[config.mk]
export PLATFORM = sky130hd
export DESIGN_NAME = control_unit
export DESIGN_NICKNAME = d
export VERILOG_FILES = /design/src/rtl/control_unit.sv
export SDC_FILE = /design/constraint.sdc
export NUM_CORES = 1
export LEC_CHECK = 0
export BUFFER_PORTS_ARGS = -buffer_cell sky130_fd_sc_hd__buf_2
export CAP_MARGIN = 20
export CORE_UTILIZATION = 38
export CTS_CLUSTER_DIAMETER = 120
export DETAILED_ROUTE_END_ITERATION = 10
export GPL_ROUTABILITY_DRIVEN = 0
export PLACE_DENSITY = 0.76
export SLEW_MARGIN = 20
export SYNTH_ARGS = -nofsm -noshare
export SYNTH_HDL_FRONTEND = slang
export SYNTH_SLANG_ARGS = --single-unit
[constraint.sdc]
create_clock -name clock -period 1.7 [get_ports clock]
set_input_delay 0.34 -clock clock [delete_from_list [all_inputs] [get_ports clock]]
set_output_delay 0.34 -clock clock [all_outputs]
set_load 0.01 [all_outputs]
[src/rtl/control_unit.sv]
// control_unit: hardwired Moore sequencer for the phase-4 CPU.
// It fetches an instruction, decodes the IR opcode, and walks T3..T7 to drive every datapath strobe.
// All strobes are decoded from the registered state and the latched opcode, so each strobe holds for a full cycle.
// The one exception is the branch PCin/RZoutLo in T6, which is also qualified by con_ff.
// Optional feature: define ILLEGAL_TRAP_EN to trap undefined opcodes into HALT with illegal=1.
// Without it, undefined opcodes behave as nop and illegal is tied low.
//
// Memory handshake: MDRread (T1, ld T6) and RAMwrite (st T7) act as a request that
// stays asserted, with the FSM parked in that state, until mem_ready is sampled high
// on a rising clock edge. That edge completes the access. mem_ready is ignored in every
// other state.
module control_unit #(
  parameter int IR_W  = 32,
  parameter int ALU_W = 4
) (
  input  logic             clock,
  input  logic             clear,
  input  logic [IR_W-1:0]  ir,
  input  logic             con_ff,
  input  logic             mem_ready,
  input  logic             stop,
  output logic             PCout,
  output logic             PCin,
  output logic             IncPC,
  output logic             MARin,
  output logic             MDRin,
  output logic             MDRout,
  output logic             MDRread,
  output logic             RAMwrite,
  output logic             IRin,
  output logic             RYin,
  output logic             RZinLo,
  output logic             RZoutLo,
  output logic             Gra,
  output logic             Grb,
  output logic             Grc,
  output logic             Rin,
  output logic             Rout,
  output logic             BAout,
  output logic             RCout,
  output logic             CONin,
  output logic             InPortOut,
  output logic             OutPortIn,
  output logic [ALU_W-1:0] alu_op,
  output logic             run,
  output logic             illegal,
  output logic [3:0]       o_state
);

  typedef enum logic [3:0] {
    S_RESET = 4'd0,
    S_T0    = 4'd1,
    S_T1    = 4'd2,
    S_T2    = 4'd3,
    S_T3    = 4'd4,
    S_T4    = 4'd5,
    S_T5    = 4'd6,
    S_T6    = 4'd7,
    S_T7    = 4'd8,
    S_HALT  = 4'd9
  } state_t;

  localparam logic [4:0] OP_LD   = 5'b00000;
  localparam logic [4:0] OP_LDI  = 5'b00001;
  localparam logic [4:0] OP_ST   = 5'b00010;
  localparam logic [4:0] OP_ADD  = 5'b00011;
  localparam logic [4:0] OP_SUB  = 5'b00100;
  localparam logic [4:0] OP_AND  = 5'b00101;
  localparam logic [4:0] OP_OR   = 5'b00110;
  localparam logic [4:0] OP_ADDI = 5'b01100;
  localparam logic [4:0] OP_BR   = 5'b10010;
  localparam logic [4:0] OP_IN   = 5'b10110;
  localparam logic [4:0] OP_OUT  = 5'b10111;
  localparam logic [4:0] OP_NOP  = 5'b11010;
  localparam logic [4:0] OP_HALT = 5'b11011;

  localparam logic [ALU_W-1:0] ALU_ADD = ALU_W'(1);
  localparam logic [ALU_W-1:0] ALU_SUB = ALU_W'(2);
  localparam logic [ALU_W-1:0] ALU_AND = ALU_W'(3);
  localparam logic [ALU_W-1:0] ALU_OR  = ALU_W'(4);

  state_t     r_state;
  state_t     w_next;
  logic [4:0] r_op;
  logic [4:0] w_opcode;
  logic       w_legal;
  logic       w_boundary;
  logic       w_is_alu;
  logic       w_unused_ir;

  assign w_opcode    = ir[IR_W-1 -: 5];
  assign w_unused_ir = &{1'b0, ir[IR_W-6:0]};
  assign o_state     = r_state;
  assign w_is_alu    = (r_op == OP_ADD) || (r_op == OP_SUB) ||
                       (r_op == OP_AND) || (r_op == OP_OR);

  // Classify the opcode currently in IR as defined or undefined.
  always_comb begin
    w_legal = 1'b0;
    case (w_opcode)
      OP_LD, OP_LDI, OP_ST, OP_ADD, OP_SUB, OP_AND, OP_OR,
      OP_ADDI, OP_BR, OP_IN, OP_OUT, OP_NOP, OP_HALT: w_legal = 1'b1;
      default: w_legal = 1'b0;
    endcase
  end

  // State register with asynchronous active-low clear.
  always_ff @(posedge clock or negedge clear) begin
    if (!clear) r_state <= S_RESET;
    else        r_state <= w_next;
  end

  // Latch the opcode when leaving T2 so that the execute states do not depend on later IR changes.
  always_ff @(posedge clock or negedge clear) begin
    if (!clear)                r_op <= 5'd0;
    else if (r_state == S_T2)  r_op <= w_opcode;
  end

`ifdef ILLEGAL_TRAP_EN
  logic r_illegal;
  // Sticky trap flag: it is set when an undefined opcode is decoded and is released only by clear.
  always_ff @(posedge clock or negedge clear) begin
    if (!clear)                               r_illegal <= 1'b0;
    else if ((r_state == S_T2) && !w_legal)   r_illegal <= 1'b1;
  end
  assign illegal = r_illegal;
`else
  assign illegal = 1'b0;
`endif

  // Next-state logic: sequencing, memory stalls, and the instruction-boundary decision on stop.
  always_comb begin
    w_next     = r_state;
    w_boundary = 1'b0;
    case (r_state)
      S_RESET: w_next = S_T0;
      S_T0:    w_next = S_T1;
      S_T1:    if (mem_ready) w_next = S_T2;
      S_T2: begin
        if (w_opcode == OP_HALT) begin
          w_next = S_HALT;
        end else if (!w_legal) begin
`ifdef ILLEGAL_TRAP_EN
          w_next = S_HALT;
`else
          w_boundary = 1'b1;
`endif
        end else if (w_opcode == OP_NOP) begin
          w_boundary = 1'b1;
        end else begin
          w_next = S_T3;
        end
      end
      S_T3: begin
        if ((r_op == OP_IN) || (r_op == OP_OUT)) w_boundary = 1'b1;
        else                                     w_next = S_T4;
      end
      S_T4: w_next = S_T5;
      S_T5: begin
        if (w_is_alu || (r_op == OP_ADDI) || (r_op == OP_LDI)) w_boundary = 1'b1;
        else                                                   w_next = S_T6;
      end
      S_T6: begin
        if (r_op == OP_LD) begin
          if (mem_ready) w_next = S_T7;
        end else if (r_op == OP_ST) begin
          w_next = S_T7;
        end else begin
          w_boundary = 1'b1;
        end
      end
      S_T7: begin
        if (r_op == OP_ST) begin
          if (mem_ready) w_boundary = 1'b1;
        end else begin
          w_boundary = 1'b1;
        end
      end
      S_HALT:  w_next = S_HALT;
      default: w_next = S_RESET;
    endcase
    if (w_boundary) w_next = stop ? S_HALT : S_T0;
  end

  // Moore output decode: strobes come from the state and the latched opcode.
  always_comb begin
    PCout = 1'b0; PCin = 1'b0; IncPC = 1'b0; MARin = 1'b0; MDRin = 1'b0;
    MDRout = 1'b0; MDRread = 1'b0; RAMwrite = 1'b0; IRin = 1'b0; RYin = 1'b0;
    RZinLo = 1'b0; RZoutLo = 1'b0; Gra = 1'b0; Grb = 1'b0; Grc = 1'b0;
    Rin = 1'b0; Rout = 1'b0; BAout = 1'b0; RCout = 1'b0; CONin = 1'b0;
    InPortOut = 1'b0; OutPortIn = 1'b0; alu_op = '0;
    run = (r_state != S_RESET) && (r_state != S_HALT);
    case (r_state)
      S_T0: begin PCout = 1'b1; MARin = 1'b1; IncPC = 1'b1; end
      S_T1: begin MDRread = 1'b1; MDRin = 1'b1; end
      S_T2: begin MDRout = 1'b1; IRin = 1'b1; end
      S_T3: begin
        if (w_is_alu || (r_op == OP_ADDI)) begin
          Grb = 1'b1; Rout = 1'b1; RYin = 1'b1;
        end else if ((r_op == OP_LDI) || (r_op == OP_LD) || (r_op == OP_ST)) begin
          Grb = 1'b1; BAout = 1'b1; RYin = 1'b1;
        end else if (r_op == OP_BR) begin
          Gra = 1'b1; Rout = 1'b1; CONin = 1'b1;
        end else if (r_op == OP_IN) begin
          InPortOut = 1'b1; Gra = 1'b1; Rin = 1'b1;
        end else if (r_op == OP_OUT) begin
          Gra = 1'b1; Rout = 1'b1; OutPortIn = 1'b1;
        end
      end
      S_T4: begin
        if (w_is_alu) begin
          Grc = 1'b1; Rout = 1'b1; RZinLo = 1'b1;
          case (r_op)
            OP_ADD:  alu_op = ALU_ADD;
            OP_SUB:  alu_op = ALU_SUB;
            OP_AND:  alu_op = ALU_AND;
            default: alu_op = ALU_OR;
          endcase
        end else if (r_op == OP_BR) begin
          PCout = 1'b1; RYin = 1'b1;
        end else begin
          RCout = 1'b1; RZinLo = 1'b1; alu_op = ALU_ADD;
        end
      end
      S_T5: begin
        if ((r_op == OP_LD) || (r_op == OP_ST)) begin
          RZoutLo = 1'b1; MARin = 1'b1;
        end else if (r_op == OP_BR) begin
          RCout = 1'b1; RZinLo = 1'b1; alu_op = ALU_ADD;
        end else begin
          RZoutLo = 1'b1; Gra = 1'b1; Rin = 1'b1;
        end
      end
      S_T6: begin
        if (r_op == OP_LD) begin
          MDRread = 1'b1; MDRin = 1'b1;
        end else if (r_op == OP_ST) begin
          Gra = 1'b1; Rout = 1'b1; MDRin = 1'b1;
        end else begin
          RZoutLo = con_ff; PCin = con_ff;
        end
      end
      S_T7: begin
        if (r_op == OP_LD) begin
          MDRout = 1'b1; Gra = 1'b1; Rin = 1'b1;
        end else begin
          RAMwrite = 1'b1;
        end
      end
      default: ;
    endcase
  end

endmodule

==> flow_summary.yaml, run 1 <==
logic_synthesis:
  synth_top_family_by_area: "simple AND/OR/NAND/NOR gates"
  ys_ff_latch: 9
  syn_avg_cell_area_um2: 7.39
  synth_xor_area_frac: 0.0240
  synthFlopType: "dfrtp_1"
  ys_types: 53
  synth_top_area_share: 0.206
  yosys.area_share.simple: 0.400
  synth_edf_count: 0
  synth_top_area_cell: "dfrtp_1"
  synth.area.top_cells: "dfrtp_1 21%, nand2_1 5.8%, nor2_1 4.5%"
  yosys_warnings: 0
  synth_fa_ha_area_frac: 0
  ys_seq_area_frac: 0.206
  synth_cells: 148
  synth_compound_area_frac: 0.248
  async_reset_ff_frac: 1.00
  syn_area_um2: 1090
  synth_mux_area_frac: 0.0195
run:
  drv_cap: 0
cells_and_area:
  drive_gt1_frac: 0.668
  final-seq-area_um2: 231
  final_common_cell: "buf_4"
  final_cell_mix: "42 x buf_4, 36 x buf_2, 21 x buf_6, 16 x nand2_1, 7 x nor2_1"
  fin_nets: 279
  utilization: 0.801
  final_area_um2: 2190
  multi_input_area_um2: 1090
  diodes: 0
  area_delta_synth_final_pct: 100
  fillers: 168
global_routing:
  grt_max_degree: 11
  grt_pass1_vias: 1525
  gr-total-overflow: 0
  grt_antenna_before_repair: 0
  grt_pass1_wl_mm: 7.33
  grt_usage: 0.299
route:
  vias: 1594
  detail-route-antenna-nets: 0
  drt_iter0_drc: 78
  drc_errors: 0
  first_pass_iters: 4
  viasPerCell: 5.86
  wl_per_cell_um: 18.6
  wl_mm: 5.05
critical_path:
  critPathMaxStageDelay_ns: 0.53
  cp_slowest_cell: "or4b_4"
  crit_arrival_ns: 1.91
  ff2ff_setup_slack_ns: -0.28
  critPathKind: "flop to output port"
  timing.rr.start: "o_state[1]$_DFFE_PN0P_"
  cp.required_ns: 1.36
  ff2ff_path_depth: 7
  cp-end-kind: "output port"
  crit_chain: "or4b_4 > or3_4 > o21ai_4 > buf_6"
  r2r_end: "o_state[0]$_DFFE_PN0P_"
  start_kind: "flop"
  path_max_fanout: 4
sta:
  min_period_ns: 2.25
  setup_viol: 30
  skew_ns: 0.00297
  hold_viol: 0
  fin_hold_ws_ns: 0.308
  rsz0062_at_grt: "yes"
  slew_viol_final: 0
  period_share: 1.32
  fmax_mhz: 445
  setup_ws_ns: -0.545
worst_hold_path:
  min_path_cells: 3
  hold_class: "primary input to flop"
  hp-start: "stop"
  min_to: "o_state[3]$_DFFE_PN0P_"
floorplan:
  rows: 19
  start_util: 0.400
  dieWidth_um: 55.6
  ios: 69
  fp.coreArea_um2: 2730
  chipHeight_um: 55.6
  fp.dieArea_um2: 3100
run_status:
  outcome: "finished, violations left"
  violations: "negative setup slack"
clocking:
  htreeDepth: 1
  cts-root-buf: "clkbuf_4"
  cts_buffer_depth: 2
  cts_made_buffers: 3
  clock_sinks: 9
  clk_pin_slew_worst_paths_ns: 0.07
  tritoncts: "done"
  clk_latency_ns: 0.27
placement:
  dp_hpwl_mm: 2.67
  port_buffers: 39
  placed_cell_area_um2: 1650
power_and_ir_drop:
  cellPowerDensity_nw_per_um2: 1760
  worst_ir_drop_vdd_mv: 1.55
  leakage_nw: 1.03
==> cell families after synthesis <==
| family | count (synthesis) |
|---|---|
| AO/OA/AOI/OAI | 38 |
| XOR/XNOR | 3 |
| buffers and inverters | 21 |
| flip-flops | 9 |
| multiplexers | 2 |
| other | 1 |
| AND/OR/NAND/NOR | 74 |
==> synth_stat cells (all sizes together) (2+ instances only) <==
library cell   n
dfrtp          9
or2            2
nand4b         2
a2111oi        2
nor4           3
nor2          13
o31ai          2
o21bai         4
nor2b          3
nand3          6
nand2         17
or3            3
nor3           5
inv            7
and4b          2
a21oi          7
a21o           4
nor3b          3
nand4bb        3
xor2           2
a311oi         2
o21ai          8
a32oi          2
buf           13
nand2b         6
==> power by group <==
group	leakage [nW]	switching (mW)	total, mW	internal (mW)
logic	0.912	1.61	3.18	1.57
clock network	0.0150	0.0895	0.181	0.0910
registers	0.106	0.167	0.494	0.327
==> what timing repair did <==
action,4_1_cts,5_1_grt
endpoints found under the setup margin,30,30
buffers inserted,10,8
hold buffers,1,0
pin swaps,13,14
hold endpoints to repair,9,0
cloned,1,0
gates resized for setup,51,27
==> metrics by stage <==
stage	std cells	worst slack [ns]	total power, mW	setup TNS, ns
after floorplan	149	-0.255	1.68	-1.63
after global placement	249	-0.198	2.54	-2.36
after detailed placement	249	-0.228	2.58	-2.74
after CTS	265	-0.485	3.33	-8.17
after global routing	272	-0.585	4.04	-11.56
final	272	-0.545	3.85	-9.85
==> critical path, delay by kind of cell (launching register included) <==
family | cells | cell delay (ns)
compound gates | 1 | 0.14
buf+inv | 1 | 0.11
flops | 1 | 0.44
simple gates | 2 | 0.93
==> worst max path at each step <==
stage / start / end / slack (ns) / cells after the start
CTS: o_state[3]$_DFFE_PN0P_ / Rout / -0.49 / 5
finish: o_state[3]$_DFFE_PN0P_ / Rin / -0.55 / 4
global placement: o_state[1]$_DFFE_PN0P_ / Rin / -0.20 / 4
global route: o_state[1]$_DFFE_PN0P_ / RYin / -0.58 / 5
floorplan: o_state[0]$_DFFE_PN0P_ / Gra / -0.26 / 4
detailed placement: o_state[0]$_DFFE_PN0P_ / Rin / -0.23 / 4
==> routing by layer <==
layer  GRT usage  part of all wire  vias to the layer above
met5           0                 0                        -
met4       0.111             0.043                        0
met3      0.0233             0.056                       21
met2       0.542              0.53                       90
met1       0.368              0.37                      759
li1            -                 -                      724
==> final cells by class <==
cell class,instances,area share
clock buffers,4,0.0120
inverters,7,0.0143
multi-input cells,119,0.498
flip-flops and latches,9,0.106
well taps,31,0.0177
repair buffers,102,0.352
==> state kept, by name, summed over array words and instances, names as in the netlist <==
| signal | flops |
|---|---|
| o_state | 4 |
| r_op | 5 |
Note: power is estimated with default switching activity, not from simulation.
==> run 2: changes to the inputs <==
- CORE_UTILIZATION: 38 -> 35
- PLACE_DENSITY: 0.76 -> 0.7
==> run 2 against run 1 <==
Net effect:
- non-clock buffer count is 13 higher
- sequential share of layout area decreased by 0.72 points
- power grew 9.5%
- first-iteration DRC count is 81% higher
- critical path depth increased by 1
- the run ends with design-rule violations, negative setup slack left
- highest routed layer unchanged
==> flow_summary.yaml, run 2 (synthesis gave the netlist of run 1 again) <==
run_status:
  outcome: "finished, violations left"
  violations: "design-rule violations, negative setup slack"
worst_hold_path:
  hold_class: "primary input to flop"
sta:
  slew_viol_final: 0
  fmax_mhz: 435
  period_share: 1.35
  min_period_ns: 2.30
  setup_viol: 32
  skew_ns: 0.00714
  fin_hold_ws_ns: 0.309
  hold_viol: 0
  setup_ws_ns: -0.597
  tns_ns: -11.46
  rsz0062_at_grt: "yes"
route:
  wl_mm: 5.88
  drc_errors: 6
  viasPerCell: 6.02
  first_pass_iters: 7
  drt_iter0_drc: 141
  vias: 1715
  wl_per_cell_um: 20.6
  detail-route-antenna-nets: 0
floorplan:
  fp.coreArea_um2: 2850
  dieWidth_um: 57.9
  start_util: 0.383
  ios: 69
  chipHeight_um: 57.9
  rows: 19
  fp.dieArea_um2: 3350
critical_path:
  path_max_fanout: 5
  cp-end-kind: "output port"
  cp.required_ns: 1.36
  crit_arrival_ns: 1.96
  critPathKind: "flop to output port"
  start_kind: "flop"
  ff2ff_setup_slack_ns: -0.24
clocking:
  clock_sinks: 9
  htreeDepth: 1
  clk_pin_slew_worst_paths_ns: 0.07
  clk_latency_ns: 0.27
  tritoncts: "done"
  cts_made_buffers: 3
  cts-root-buf: "clkbuf_4"
  cts_buffer_depth: 2
power_and_ir_drop:
  cellPowerDensity_nw_per_um2: 1790
  p_sw_frac: 0.478
  worst_ir_drop_vdd_mv: 1.08
  leakage_nw: 1.12
  seq_power_share: 0.112
  intPower_mw: 2.20
  p_sw_mw: 2.01
  p_comb_frac: 0.847
  total_power_mw: 4.22
  clockPowerShare: 0.041
cells_and_area:
  diodes: 0
  largest_reg_flops: 5
  fillers: 142
  fin_nets: 292
  area_delta_synth_final_pct: 115
  top_register: "r_op"
  final_common_cell: "buf_4"
  final_cell_mix: "50 x buf_4, 32 x buf_2, 31 x buf_6, 17 x nand2_1, 8 x nor2_1"
  drive_gt1_frac: 0.681
  utilization: 0.825
global_routing:
  grt_pass1_wl_mm: 7.04
  grt_pass1_vias: 1568
  gr-total-overflow: 0
  grt_max_degree: 11
  grt_antenna_before_repair: 0
  grt_usage: 0.272
placement:
  dp_hpwl_mm: 2.88
  dp_slack_ns: -0.233
  port_buffers: 39
run:
  drv_cap: 0
[run 2: final timing paths]
check / from / to / cells past startpoint
max: o_state[1]$_DFFE_PN0P_ / RYin / 5
min reg2reg: r_op[4]$_DFFE_PN0P_ / r_op[4]$_DFFE_PN0P_ / 2
max reg2reg: o_state[1]$_DFFE_PN0P_ / o_state[3]$_DFFE_PN0P_ / 6
max in group asynchronous: clear / r_op[0]$_DFFE_PN0P_ / 2
min: stop / o_state[3]$_DFFE_PN0P_ / 3
min in group asynchronous: clear / o_state[3]$_DFFE_PN0P_ / 2
[run 2: power by group through the flow]
stage                     registers [mW]  logic (mW)  clock network, mW
after floorplan                    0.416        1.26                  0
after global placement             0.432        2.13                  0
after detailed placement           0.437        2.19                  0
after CTS                          0.444        2.72              0.157
after global routing               0.486        3.73              0.181
final                              0.472        3.57              0.171
[run 2: metal layers]
| layer | up-vias | share of wire | track usage | wire, µm |
|---|---|---|---|---|
| li1 | 744 | - | - | - |
| met5 | - | 0 | 0 | 0 |
| met2 | 123 | 0.50 | 0.501 | 2930 |
| met4 | 0 | 0.057 | 0.160 | 337 |
| met3 | 32 | 0.070 | 0.0313 | 411 |
| met1 | 816 | 0.37 | 0.297 | 2200 |
[run 2: critical path, cell delays in order (launching register included)]
cell and delay [ns]:
dfrtp_2 0.44, or4b_4 0.57, buf_4 0.20, a211oi_4 0.19, o21bai_1 0.15, buf_2 0.15
[run 2: through the flow]
step / cell area [µm²] / cells
3_3_place_gp: 1660 / 250
2_1_floorplan: 1180 / 149
5_1_grt: 2350 / 285
6_report: 2350 / 285
4_1_cts: 2020 / 269
3_5_place_dp: 1660 / 250
[run 2: cell type report]
cell class	count	area [µm²]	area share
Multi-Input combinational cell	119	1110	0.474
Timing Repair Buffer	115	910	0.387
Sequential cell	9	231	0.0984
Tap cell	31	38.8	0.0165
Inverter	7	31.3	0.0133
Clock buffer	4	26.3	0.0112
[run 2: repair_timing]
action	in CTS	in global routing
pin swaps	11	16
gates resized for setup	45	45
setup buffers	16	19
setup endpoints to repair	30	30
endpoints found under the hold margin	9	0
hold buffers	1	0
==> run 3: changes to the inputs <==
- CORE_ASPECT_RATIO: unset -> 0.9
- PLACE_DENSITY: 0.7 -> 0.68
- clock period: 1.7 -> 2.9 ns (I/O delays scaled with it)
==> run 3 against run 2 <==
Net effect:
- the flow now finishes without violations
- global-route usage is 9.1 points lower
- worst setup slack better by 0.78 ns
- combinational power is 79% lower
- sequential power is 28% lower
- non-clock buffer count is 73 lower
==> flow_summary.yaml, run 3 (synthesis gave the netlist of run 1 again) <==
sta:
  hold_viol: 0
  tightest_slew_ns: 0.668
  slew_headroom: 0.551
  setup_viol: 0
  fin_hold_ws_ns: 0.156
  rsz0062_at_grt: "no"
  period_share: 0.936
  skew_ns: 0.00426
  min_period_ns: 2.71
  fmax_mhz: 368
  tns_ns: 0
  slew_viol_final: 0
floorplan:
  rows: 18
  start_util: 0.382
  fp.dieArea_um2: 3350
  fp.coreArea_um2: 2860
  chipHeight_um: 55.0
  dieWidth_um: 60.9
  ios: 69
critical_path:
  cp.required_ns: 2.32
  path_max_fanout: 13
  cp_slowest_cell: "or4_1"
  start_kind: "flop"
  critPathKind: "flop to output port"
  path_buf_inv: 1
  crit_chain: "nand2b_1 > or2_0 > or4_1 > o211ai_1 > buf_2"
  critPathMaxStageDelay_ns: 0.53
  ff2ff_setup_slack_ns: 0.83
  crit_arrival_ns: 2.13
  cp-end-kind: "output port"
  cp_top_family: "simple AND/OR/NAND/NOR gates"
power_and_ir_drop:
  p_comb_frac: 0.638
  worst_ir_drop_vdd_mv: 0.302
  cellPowerDensity_nw_per_um2: 916
  p_sw_frac: 0.524
  clockPowerShare: 0.079
  leakage_nw: 0.680
  p_sw_mw: 0.629
  seq_power_share: 0.284
  intPower_mw: 0.571
clocking:
  htreeDepth: 1
  cts-root-buf: "clkbuf_4"
  hold_buffers: 0
  cts.repair.resized: 0
  tritoncts: "done"
  clock_sinks: 9
  clk_pin_slew_worst_paths_ns: 0.06
  cts_made_buffers: 3
  cts_buffer_depth: 2
  clk_latency_ns: 0.26
  post_cts_buffers: 0
run:
  drv_cap: 0
route:
  drc_errors: 0
  viasPerCell: 5.53
  wl_mm: 2.86
  wl_per_cell_um: 13.0
  detail-route-antenna-nets: 0
  vias: 1223
  first_pass_iters: 4
  drt_iter0_drc: 67
cells_and_area:
  final_cell_mix: "39 x buf_2, 17 x nand2_1, 13 x nor2_1, 9 x dfrtp_1, 7 x a21oi_1"
  diodes: 0
  final_common_cell: "buf_2"
  drive_gt1_frac: 0.304
  area_delta_synth_final_pct: 19.8
  largest_reg_flops: 5
  top_register: "r_op"
  fin_nets: 219
global_routing:
  grt_antenna_before_repair: 0
  gr-total-overflow: 0
  grt_pass1_wl_mm: 4.43
  grt_pass1_vias: 964
  grt_max_degree: 15
  grt_usage: 0.181
run_status:
  outcome: "complete, no violations"
worst_hold_path:
  hold_class: "primary input to async pin"
placement:
  dp_hpwl_mm: 2.27
  port_buffers: 39
## run 3: worst paths after layout
path | start | endpoint | cells after the start
setup / recovery | o_state[1]$_DFFE_PN0P_ | Rout | 5
hold / removal | clear | r_op[4]$_DFFE_PN0P_ | 1
setup reg to reg | o_state[2]$_DFFE_PN0P_ | o_state[0]$_DFFE_PN0P_ | 6
hold reg to reg | r_op[1]$_DFFE_PN0P_ | r_op[1]$_DFFE_PN0P_ | 2
max in group asynchronous | clear | o_state[0]$_DFFE_PN0P_ | 1
min in group clock | stop | o_state[3]$_DFFE_PN0P_ | 3
## run 3: power groups by stage
stage	logic (mW)	clock network, mW	registers (mW)
detailed placement	0.759	0	0.342
floorplan	0.664	0	0.240
finish	0.766	0.0943	0.340
global route	0.866	0.102	0.361
CTS	0.766	0.0980	0.339
global placement	0.748	0	0.339
## run 3: per-stage QoR
step / utilization / setup slack, ns / total power, mW / area, µm² / std cells
floorplan: - / 0.644 / 0.904 / 1100 / 149
global placement: 0.449 / 0.461 / 1.09 / 1280 / 217
detailed placement: 0.449 / 0.451 / 1.10 / 1280 / 217
CTS: 0.458 / 0.166 / 1.20 / 1310 / 221
global route: 0.458 / 0.0868 / 1.33 / 1310 / 221
finish: 0.458 / 0.186 / 1.20 / 1310 / 221
## run 3: worst register-to-register path: cells and delay by family, from the launching register on
kind | cells | cell delay (ns)
flops | 1 | 0.43
compound gates | 2 | 0.70
buf+inv | 1 | 0.20
simple gates | 3 | 0.63
## run 3: metal layers
layer	vias up	track usage	share of wire
li1	599	-	-
met1	564	0.238	0.44
met2	56	0.304	0.47
met3	4	0.00930	0.070
met4	0	0.0909	0.013
met5	-	0	0
## run 3: cell type report
class | instances | area [µm²]
tap | 40 | 50.0
multi-input combinational | 119 | 764
sequential | 9 | 225
timing repair buffer | 42 | 218
clock buffer | 4 | 26.3
fill | 309 | 1550
inverter | 7 | 26.3
